===== config.mk =====
export PLATFORM = sky130hd
export DESIGN_NAME = mult_bcd_seq
export DESIGN_NICKNAME = d
export VERILOG_FILES = /design/src/rtl/mult_bcd_seq.sv
export SDC_FILE = /design/constraint.sdc
export NUM_CORES = 1
export LEC_CHECK = 0
export ABC_AREA = 1
export ABC_CLOCK_PERIOD_IN_PS = 2700
export CAP_MARGIN = 20
export CORE_UTILIZATION = 50
export CTS_CLUSTER_SIZE = 20
export DETAILED_ROUTE_END_ITERATION = 8
export GPL_TIMING_DRIVEN = 0
export PLACE_DENSITY = 0.72
export SLEW_MARGIN = 15
export SYNTH_ARGS = -nofsm -noshare
export SYNTH_HDL_FRONTEND = slang
export SYNTH_SLANG_ARGS = --single-unit

===== constraint.sdc =====
create_clock -name clk -period 2.7 [get_ports clk]
set_input_delay 0.27 -clock clk [delete_from_list [all_inputs] [get_ports clk]]
set_output_delay 0.27 -clock clk [all_outputs]
set_load 0.01 [all_outputs]

===== src/rtl/mult_bcd_seq.sv =====
// Sequential shift-add multiplier followed by a double-dabble binary-to-BCD converter.
// One operation takes 3*W clocks from the accepted start edge to the done cycle.
module mult_bcd_seq #(
  parameter int W    = 8,
  parameter int NDIG = 5
) (
  input  logic                clk,
  input  logic                clrn,
  input  logic                start,
  input  logic [W-1:0]        a,
  input  logic [W-1:0]        b,
  output logic [2*W-1:0]      p,
  output logic [4*NDIG-1:0]   p_BCD,
  output logic                busy,
  output logic                done,
  output logic [1:0]          state_dbg
);

  // Handshake: start is a request sampled only while idle (busy=0); it is
  // dropped silently otherwise. done pulses for exactly one cycle, and p/p_BCD
  // are updated in that cycle and hold until the next done.

  function automatic longint unsigned pow10(input int n);
    longint unsigned r;
    r = 1;
    for (int i = 0; i < n; i++) r = r * 10;
    return r;
  endfunction

  localparam longint unsigned MAX_P = ((64'd1 << W) - 1) * ((64'd1 << W) - 1);
  localparam int CW = $clog2(2 * W + 1);

  generate
    if (pow10(NDIG) <= MAX_P) begin : g_param_check
      $error("mult_bcd_seq: NDIG too small to hold (2^W-1)^2");
    end
  endgenerate

  typedef enum logic [1:0] {
    IDLE = 2'd0,
    MUL  = 2'd1,
    BCD  = 2'd2,
    DONE = 2'd3
  } state_t;

  state_t            state, state_nxt;
  logic [CW-1:0]     cnt;
  logic [W-1:0]      a_q, b_q;
  logic [2*W-1:0]    acc;
  logic [4*NDIG-1:0] dig, dig_adj, dig_shift;
  logic              mul_last, bcd_last, next_bit;

  assign mul_last  = (cnt == CW'(W - 1));
  assign bcd_last  = (cnt == CW'(2 * W - 1));
  assign busy      = (state != IDLE);
  assign done      = (state == DONE);
  assign state_dbg = state;

  // The product MSB-first feed is picked by the counter so acc stays intact for p.
  assign next_bit  = |(acc & ({1'b1, {(2*W-1){1'b0}}} >> cnt));

  always_comb begin
    dig_adj = dig;
    for (int i = 0; i < NDIG; i++) begin
      if (dig[4*i +: 4] >= 4'd5) dig_adj[4*i +: 4] = dig[4*i +: 4] + 4'd3;
    end
  end

  assign dig_shift = (dig_adj << 1) | {{(4*NDIG-1){1'b0}}, next_bit};

  always_ff @(posedge clk or negedge clrn) begin
    if (!clrn) state <= IDLE;
    else       state <= state_nxt;
  end

  always_comb begin
    state_nxt = state;
    case (state)
      IDLE:    if (start)    state_nxt = MUL;
      MUL:     if (mul_last) state_nxt = BCD;
      BCD:     if (bcd_last) state_nxt = DONE;
      DONE:                  state_nxt = IDLE;
      default:               state_nxt = IDLE;
    endcase
  end

  always_ff @(posedge clk or negedge clrn) begin
    if (!clrn) begin
      cnt   <= '0;
      a_q   <= '0;
      b_q   <= '0;
      acc   <= '0;
      dig   <= '0;
      p     <= '0;
      p_BCD <= '0;
    end else begin
      case (state)
        IDLE: begin
          if (start) begin
            a_q <= a;
            b_q <= b;
            acc <= '0;
            dig <= '0;
            cnt <= '0;
          end
        end
        MUL: begin
          if (b_q[0]) acc <= acc + ({{W{1'b0}}, a_q} << cnt);
          b_q <= b_q >> 1;
          cnt <= mul_last ? '0 : cnt + CW'(1);
        end
        BCD: begin
          dig <= dig_shift;
          cnt <= bcd_last ? '0 : cnt + CW'(1);
          if (bcd_last) begin
            p     <= acc;
            p_BCD <= dig_shift;
          end
        end
        DONE: cnt <= '0;
        default: cnt <= '0;
      endcase
    end
  end

endmodule


## Word level (Yosys, flattened, before mapping)

Index checks and enable logic that the tools add are counted.

- Bits in registers: 95
- Input bits: 19

- Eq/ne operators: 9
- Order comparisons: 5
- Multiplexer cells: 20
- Shift operators: 2
- Bitwise operators: 2
- Add/sub/neg operators: 7
- Reduce and logical (&&, ||, !) cells: 11

Operator list:

| kind | number |
|---|---|
| one-hot mux 20 bit (2 select lines) | 1 |
| two-way mux 16 bit | 2 |
| one-hot mux 16 bit (2 select lines) | 1 |
| greater-or-equal comparator 4 x 3 -> 1 bit (second input constant) | 5 |
| two-way mux 20 bit | 1 |
| OR 20 x 1 -> 20 bit | 1 |
| one-hot mux 5 bit (4 select lines) | 1 |
| adder 16 bit | 1 |
| adder 4 x 2 -> 4 bit (second input constant) | 4 |
| AND 16 bit | 1 |
| two-way mux 4 bit | 4 |
| one-hot mux 8 bit (2 select lines) | 1 |
| OR reduction 16 bit | 1 |
| left shift 8 x 5 -> 16 bit | 1 |
| >> shifter 16 x 5 -> 16 bit (first input constant) | 1 |
| two-way mux 5 bit | 3 |
| two-way mux 8 bit | 1 |
| != test 2 bit (second input constant) | 4 |
| one-hot mux 2 bit (4 select lines) | 1 |
| AND reduction 2 bit | 4 |
| two-way mux 2 bit | 3 |
| AND reduction 3 bit | 2 |
| nonzero test 2 bit | 3 |
| adder 5 x 1 -> 5 bit (second input constant) | 1 |
| other kinds (7) | 8 |

## Logic depth before layout (Yosys ltp)

Gate-level depths: netlist of run 1.

- Depth after elaboration: 5
- Depth in mapped cells: 20
- Gate-level depth less buffers: 20

## Worst setup path after synthesis of run 1

OpenSTA, ideal clock, no wires.

- Kind: register to register
- Start: register cnt[0]
- End: register acc[15]
- Arrival time: 2.286 ns
- Setup slack: 0.296 ns
- Stages on the path, launching flop included: 17
- Data required time: 2.583 ns
- Buffers on the path: 0
- Path through: dfrtp_1 clkinv_1 o21ai_0 nand2_1 nand2_1 nand2_1 o21ai_0 nor2_1 ha_1 nand2_1 inv_1 a21oi_1 nand2_1 a21oi_1 nand3_1 nand3_1 nand2_1

- Longest elaborated chain between the ends: 4

RTL lines:

| element | line | text |
|---|---|---|
| from (decl) | 47 | `logic [CW-1:0] cnt;` |
| from (signal assigned) | 110 | `cnt <= mul_last ? '0 : cnt + CW'(1);` |
| from (signal assigned) | 114 | `cnt <= bcd_last ? '0 : cnt + CW'(1);` |
| left shift 8 x 5 -> 16 bit | 108 | `if (b_q[0]) acc <= acc + ({{W{1'b0}}, a_q} << cnt);` |
| adder 16 bit | 108 |  |
| two-way mux 16 bit | 108 |  |
| one-hot mux 16 bit (2 select lines) | 97 | `case (state)` |
| to (signal assigned) | 108 |  |
| to (decl) | 49 | `logic [2*W-1:0] acc;` |

Every way passes these cells. The select of a mux whose other input is x is not followed.
A chain may end at the register's enable or synchronous reset.

## Worst setup path in the final report of run 1

Same ends and word-level chain as after synthesis.

==> results of run 1 <==
metrics by stage:
step / setup TNS, ns / hold WS (ns) / power [µW] / utilization [%] / cell area, µm²
4_1_cts: 0 / 0.4124 / 5341 / 61.77 / 6491
5_1_grt: -0.06150 / 0.4502 / 5970 / 63.54 / 6678
2_1_floorplan: 0 / -0.02559 / 3688 / - / 5498
3_3_place_gp: -205.03 / 0.4662 / 4292 / 59.46 / 6248
6_report: 0 / 0.4103 / 5531 / 63.54 / 6678
3_5_place_dp: -2.530 / 0.2640 / 4382 / 59.70 / 6274
power by group through the flow:
stage / sequential, µW / combinational [µW] / clock [µW]
finish: 1960 / 2640 / 932
CTS: 1950 / 2440 / 952
global route: 2000 / 2970 / 995
global placement: 1960 / 2330 / 0
detailed placement: 1980 / 2410 / 0
floorplan: 1920 / 1770 / 0
cell usage in the layout (no fill, tap or decap), types with 3 or more instances in the layout:
cell type / Yosys / layout
nand2_1: 224 / 216
clkdlybuf4s50_1: 0 / 57
clkbuf_1: 11 / 9
clkbuf_8: 0 / 10
a21oi_2: 6 / 13
o22ai_1: 30 / 30
nand3_1: 40 / 40
ha_1: 37 / 29
dfrtp_1: 95 / 92
o21ai_0: 79 / 71
a211oi_1: 4 / 4
nand2_2: 0 / 8
dfrtp_2: 0 / 3
o21ai_1: 9 / 15
xor2_1: 6 / 6
buf_6: 2 / 3
buf_2: 5 / 3
a21oi_1: 23 / 15
buf_4: 0 / 9
nor2_1: 40 / 34
nor2_2: 0 / 6
inv_1: 70 / 69
a31oi_1: 8 / 8
ha_2: 0 / 6
critical path, stage by stage, from the launching register on:
cell and delay (ns):
dfrtp_2 0.45, buf_6 0.15, nand2_1 0.04, and2_1 0.16
o21ai_1 0.19, o21ai_0 0.10, a31oi_1 0.18, ha_1 0.32
nand2_1 0.08, nand2_1 0.08, nand2_1 0.10, nand2_1 0.05
nand2_1 0.05, nand2_1 0.08, a21oi_4 0.17, nand3_1 0.11
nand3_1 0.09, nand2_1 0.05
routing by layer:
metal	vias to the layer above	share of wire, %	track usage, %
met3	15	5.2	3.404
met1	2391	46	35.13
met2	154	47	41.84
li1	2511	-	-
met4	0	1.1	6.849
met5	-	0	0
worst min path at each step:
stage | from | cells after the start | endpoint
4_1_cts | clrn | 2 | dig[10]
6_report | clrn | 2 | dig[10]
3_3_place_gp | p_BCD[0] | 2 | p_BCD[0]
2_1_floorplan | clrn | 0 | a_q[0]
5_1_grt | clrn | 2 | dig[10]
3_5_place_dp | clrn | 1 | dig[10]
area by class of cell:
type | count | area [µm²]
fill | 990 | 3831
inverter | 75 | 289.0
timing repair buffer | 67 | 668.1
multi-input combinational | 523 | 2878
clock buffer | 10 | 137.6
sequential | 95 | 2381
buffer | 19 | 107.6
clock inverter | 3 | 46.29
tap | 136 | 170.2
logic make-up (layout without fill, tap and decap cells):
logic type / after synthesis / after routing / share of synthesized area [%]
buffers and inverters: 94 / 174 / 6.850
flip-flops: 95 / 95 / 43.24
AND/OR/NAND/NOR: 314 / 314 / 23.05
XOR/XNOR: 7 / 7 / 1.115
adder cells (fa/ha/maj): 38 / 38 / 8.785
AO/OA/AOI/OAI: 164 / 164 / 16.96
flip-flops by register name, indices dropped and copies added (netlist names):
signal     count
dig           20
p_BCD         20
acc           16
p             16
a_q            8
b_q            8
cnt            5
state_dbg      2
repair_timing:
action | in CTS | in global routing
resized for setup | 10 | 52
endpoints found under the hold margin | 35 | 0
endpoints found under the setup margin | 11 | 11
pin swaps | 1 | 11
hold buffers | 1 | 0
cloned | 0 | 0
setup buffers | 1 | 6
==> results.cfg, run 1 <==
[timing]
finClkSkew_ns = 0.01186
report.final.hold_viol_count = 0
max_freq_mhz = 390.1
setup_viol = 0
setup_ws_ns = 0.1368
post-route-period-util_pct = 94.93
drv_slew = 0
period_needed_ns = 2.563
slew_headroom_pct = 66.16
worstMarginPinSlew_ns = 0.5077
rsz0062_at_grt = true

[clock_tree]
htree_levels = 3
cts_buffers = 9
cts_tree = built
root_buffer = clkbuf_8
clock_sink_count = 95
clk_pin_slew_ns = 0.09
cts_buffer_depth = 2
clk_latency_ns = 0.36

[worst_hold_path]
hold_path_class = in2async

[layout]
finalNonFillerCells = 928
diodes = 0
drive_above_1_share_pct = 10.61
synthToLayoutAreaGrowth_pct = 21.46
final_nets = 847

[placement]
io_buffers = 58
dp_cells = 907
pre_cts_slack_ns = -0.4755
globalplace.congestion = 0.9339
hpwl_mm = 10.54

[global_routing]
grt_pass1_vias = 4749
grt_overflow = 0
antenna_found_initial = 0
grt_usage_pct = 25.37
grt_max_degree = 61
grt_pass1_wl_mm = 22.80

[detailed_routing]
first_pass_iters = 5
drtIter0Drc = 303
drc = 0
drt_wl_total_mm = 13.81
viasPerCell = 5.464
postRouteAntennaNets = 0
wl_per_cell_um = 14.88
dr_total_vias = 5071

[floorplanning]
chipWidth_um = 106.9
rows = 37
die_area_um2 = 11420
io_pins = 59
start_util_pct = 52.32
dieHeight_um = 106.9
core_area_um2 = 10510

[synthesis]
ys_warn_count = 0
async_flop_share_pct = 100.0
ys_top_cells_by_area = dfrtp_1 43%, nand2_1 15%, ha_1 8.4%
netlist_area_um2 = 5498
synth_fp_nets = 769
yosysMostFrequentCell = nand2_1
synth_commonest_cells = 224 x nand2_1, 95 x dfrtp_1, 79 x o21ai_0
synth_top_area_share_pct = 43.24
yosys.area.top_type = dfrtp_1
synth_seq_cells = 95
yosysSeqAreaShare_pct = 43.24
synth_ff_type = dfrtp_1
syn-instance-count = 712
synth.distinct_cells = 33
synth_area_per_cell_um2 = 7.722
synth_edf_count = 0

[power_and_ir_drop]
power_frac_seq_pct = 35.4
p_per_area_nw_per_um2 = 828.3
peakVddDrop_v = 0.0004888
total_leakage_power_uw = 0.003121
clkPwrFrac_pct = 16.8
power.switching_uw = 2432
power_frac_comb_pct = 47.7
intPower_uw = 3100
power_switching_share_pct = 43.96

[setup_path]
startpoint = cnt[0]
rr_startpoint = cnt[0]
arrival_ns = 2.82
worstSetupPathType = reg2reg
r2r_end = acc[15]
rr_worst_depth = 17
cp-end-kind = register
cp_max_fo = 8
cp.required_ns = 2.96
crit_path_end = acc[15]
cp-start-kind = register
reg2reg_slack_ns = 0.14

[status]
status = finished, final reports clean

[flow_run]
maxCapViolations = 0
Note: power is estimated with default switching activity, not from simulation.
==> inputs of run 2 (changes only) <==
--- a/config.mk
+++ b/config.mk
@@ -13,6 +13,7 @@
 export DETAILED_ROUTE_END_ITERATION = 8
 export GPL_TIMING_DRIVEN = 0
 export PLACE_DENSITY = 0.72
+export SKIP_CTS_REPAIR_TIMING = 1
 export SLEW_MARGIN = 15
 export SYNTH_ARGS = -nofsm -noshare
 export SYNTH_HDL_FRONTEND = slang
==> run 2 against run 1 <==
Final cell count rose by 0.32%. Maximum frequency fell by 2.1%. Sequential cell count did not move. Hold slack got worse by 0.012 ns. Non-clock buffer count rose by 3. Setup slack got worse by 0.056 ns. Wire length rose by 0.92%. Clock power rose by 0.5%. Global-route usage barely moved. Via count rose by 0.51%. Power rose by 1.5%. Critical path depth did not move. Largest power group unchanged.
==> results.cfg, run 2 (same netlist as run 1, synthesis figures left out) <==
[layout]
final_nets = 850
fill_cells = 989
final-seq-area_um2 = 2381
mostFrequentLayoutCells = 217 x nand2_1, 92 x dfrtp_1, 71 x o21ai_0
reg.largest.list = dig x20, p_BCD x20
drive_above_1_share_pct = 11.82
final_common_cell = nand2_1
final_core_util_pct = 63.98
multi_input_area_um2 = 2907
diodes = 0
synthToLayoutAreaGrowth_pct = 22.30

[global_routing]
grt_max_degree = 61
grt_pass1_wl_mm = 22.79
grt_overflow = 0
grt_usage_pct = 25.36
antenna_found_initial = 0
grt_pass1_vias = 4745

[floorplanning]
dieHeight_um = 106.9
io_pins = 59
core_area_um2 = 10510
rows = 37
die_area_um2 = 11420
chipWidth_um = 106.9
start_util_pct = 52.32

[clock_tree]
clk_latency_ns = 0.37
cts_buffers = 9
htree_levels = 3
cts_buffer_depth = 2
clock_sink_count = 95
clk_pin_slew_ns = 0.09
cts_tree = built
root_buffer = clkbuf_8

[setup_path]
worstSetupPathType = reg2reg
rr_startpoint = cnt[0]
startpoint = cnt[0]
cp-end-kind = register
cp_max_fo = 6
cp-start-kind = register
rr_worst_depth = 17
r2r_end = acc[15]
reg2reg_slack_ns = 0.08
cp.required_ns = 2.96
crit_path_end = acc[15]
arrival_ns = 2.88

[placement]
io_buffers = 58
hpwl_mm = 10.54
globalplace.congestion = 0.9339

[timing]
max_freq_mhz = 381.8
post-route-period-util_pct = 97.00
period_needed_ns = 2.619
setup_viol = 0
hold_slack_ns = 0.3983
worstMarginPinSlew_ns = 0.4929
drv_slew = 0
rsz0062_at_grt = true
slew_headroom_pct = 67.14
finClkSkew_ns = 0.01377
report.final.hold_viol_count = 0

[power_and_ir_drop]
p_per_area_nw_per_um2 = 835.1
peakVddDrop_v = 0.0004875
p_total_uw = 5615
total_leakage_power_uw = 0.003118

[flow_run]
maxCapViolations = 0

[detailed_routing]
viasPerCell = 5.475
wl_per_cell_um = 14.97
first_pass_iters = 5
postRouteAntennaNets = 0
drt_wl_total_mm = 13.94
drtIter0Drc = 302
drc = 0
dr_total_vias = 5097

[status]
status = finished, final reports clean

[worst_hold_path]
hold_path_class = in2async
run 2: changes by cell type in the layout (fill, tap and decap cells not counted), sizes merged:
cell      before  now
clkinvlp       1    2
inv           73   72
buf           16   19
run 2: area by class of cell:
cell class,instances,area share [%]
multi-input cells,523,43.23
inverters,75,4.280
repair buffers,70,10.27
clock buffers,10,2.047
flip-flops and latches,95,35.41
clock inverters,3,0.6885
plain buffers,19,1.544
well taps,136,2.531
run 2: power breakdown:
group          switching (µW)  internal (µW)  total (µW)
Combinational            1730            989        2720
Sequential                240           1720        1960
Clock                     496            441         937
run 2: how the worst min path moves through the flow:
stage	endpoint	slack (ns)
2_1_floorplan	a_q[0]	-0.03
3_3_place_gp	p_BCD[0]	0.47
3_5_place_dp	dig[10]	0.26
4_1_cts	dig[10]	-0.13
6_report	dig[10]	0.40
5_1_grt	dig[10]	0.45
run 2: through the flow:
step | cell area (µm²) | TNS, ns | cells | setup slack, ns
floorplan | 5498 | 0 | 712 | 0.2963
global placement | 6248 | -205.03 | 906 | -2.145
detailed placement | 6274 | -2.530 | 907 | -0.4755
CTS | 6457 | -2.667 | 920 | -0.4964
global route | 6724 | -0.1779 | 931 | -0.09182
finish | 6724 | 0 | 931 | 0.08088
run 2: layer usage:
metal	share of wire (%)	wire length, µm	GRT usage, %
met5	0	0	0
met4	1.1	159	6.849
met3	4.6	638	3.404
met2	47	6608	41.80
met1	47	6528	35.13
run 2: critical path, cell delays in order (launching register included):
cell	delay, ns
dfrtp_2	0.43
clkinvlp_4	0.15
buf_4	0.16
nand2_1	0.05
nand2_1	0.06
nand2_1	0.06
o21ai_1	0.09
o21ai_1	0.25
o21ai_0	0.14
ha_2	0.34
nand2_1	0.07
nand2_1	0.06
a21oi_1	0.12
nand2_1	0.10
a21oi_4	0.17
nand3_1	0.11
nand3_1	0.09
nand2_1	0.05
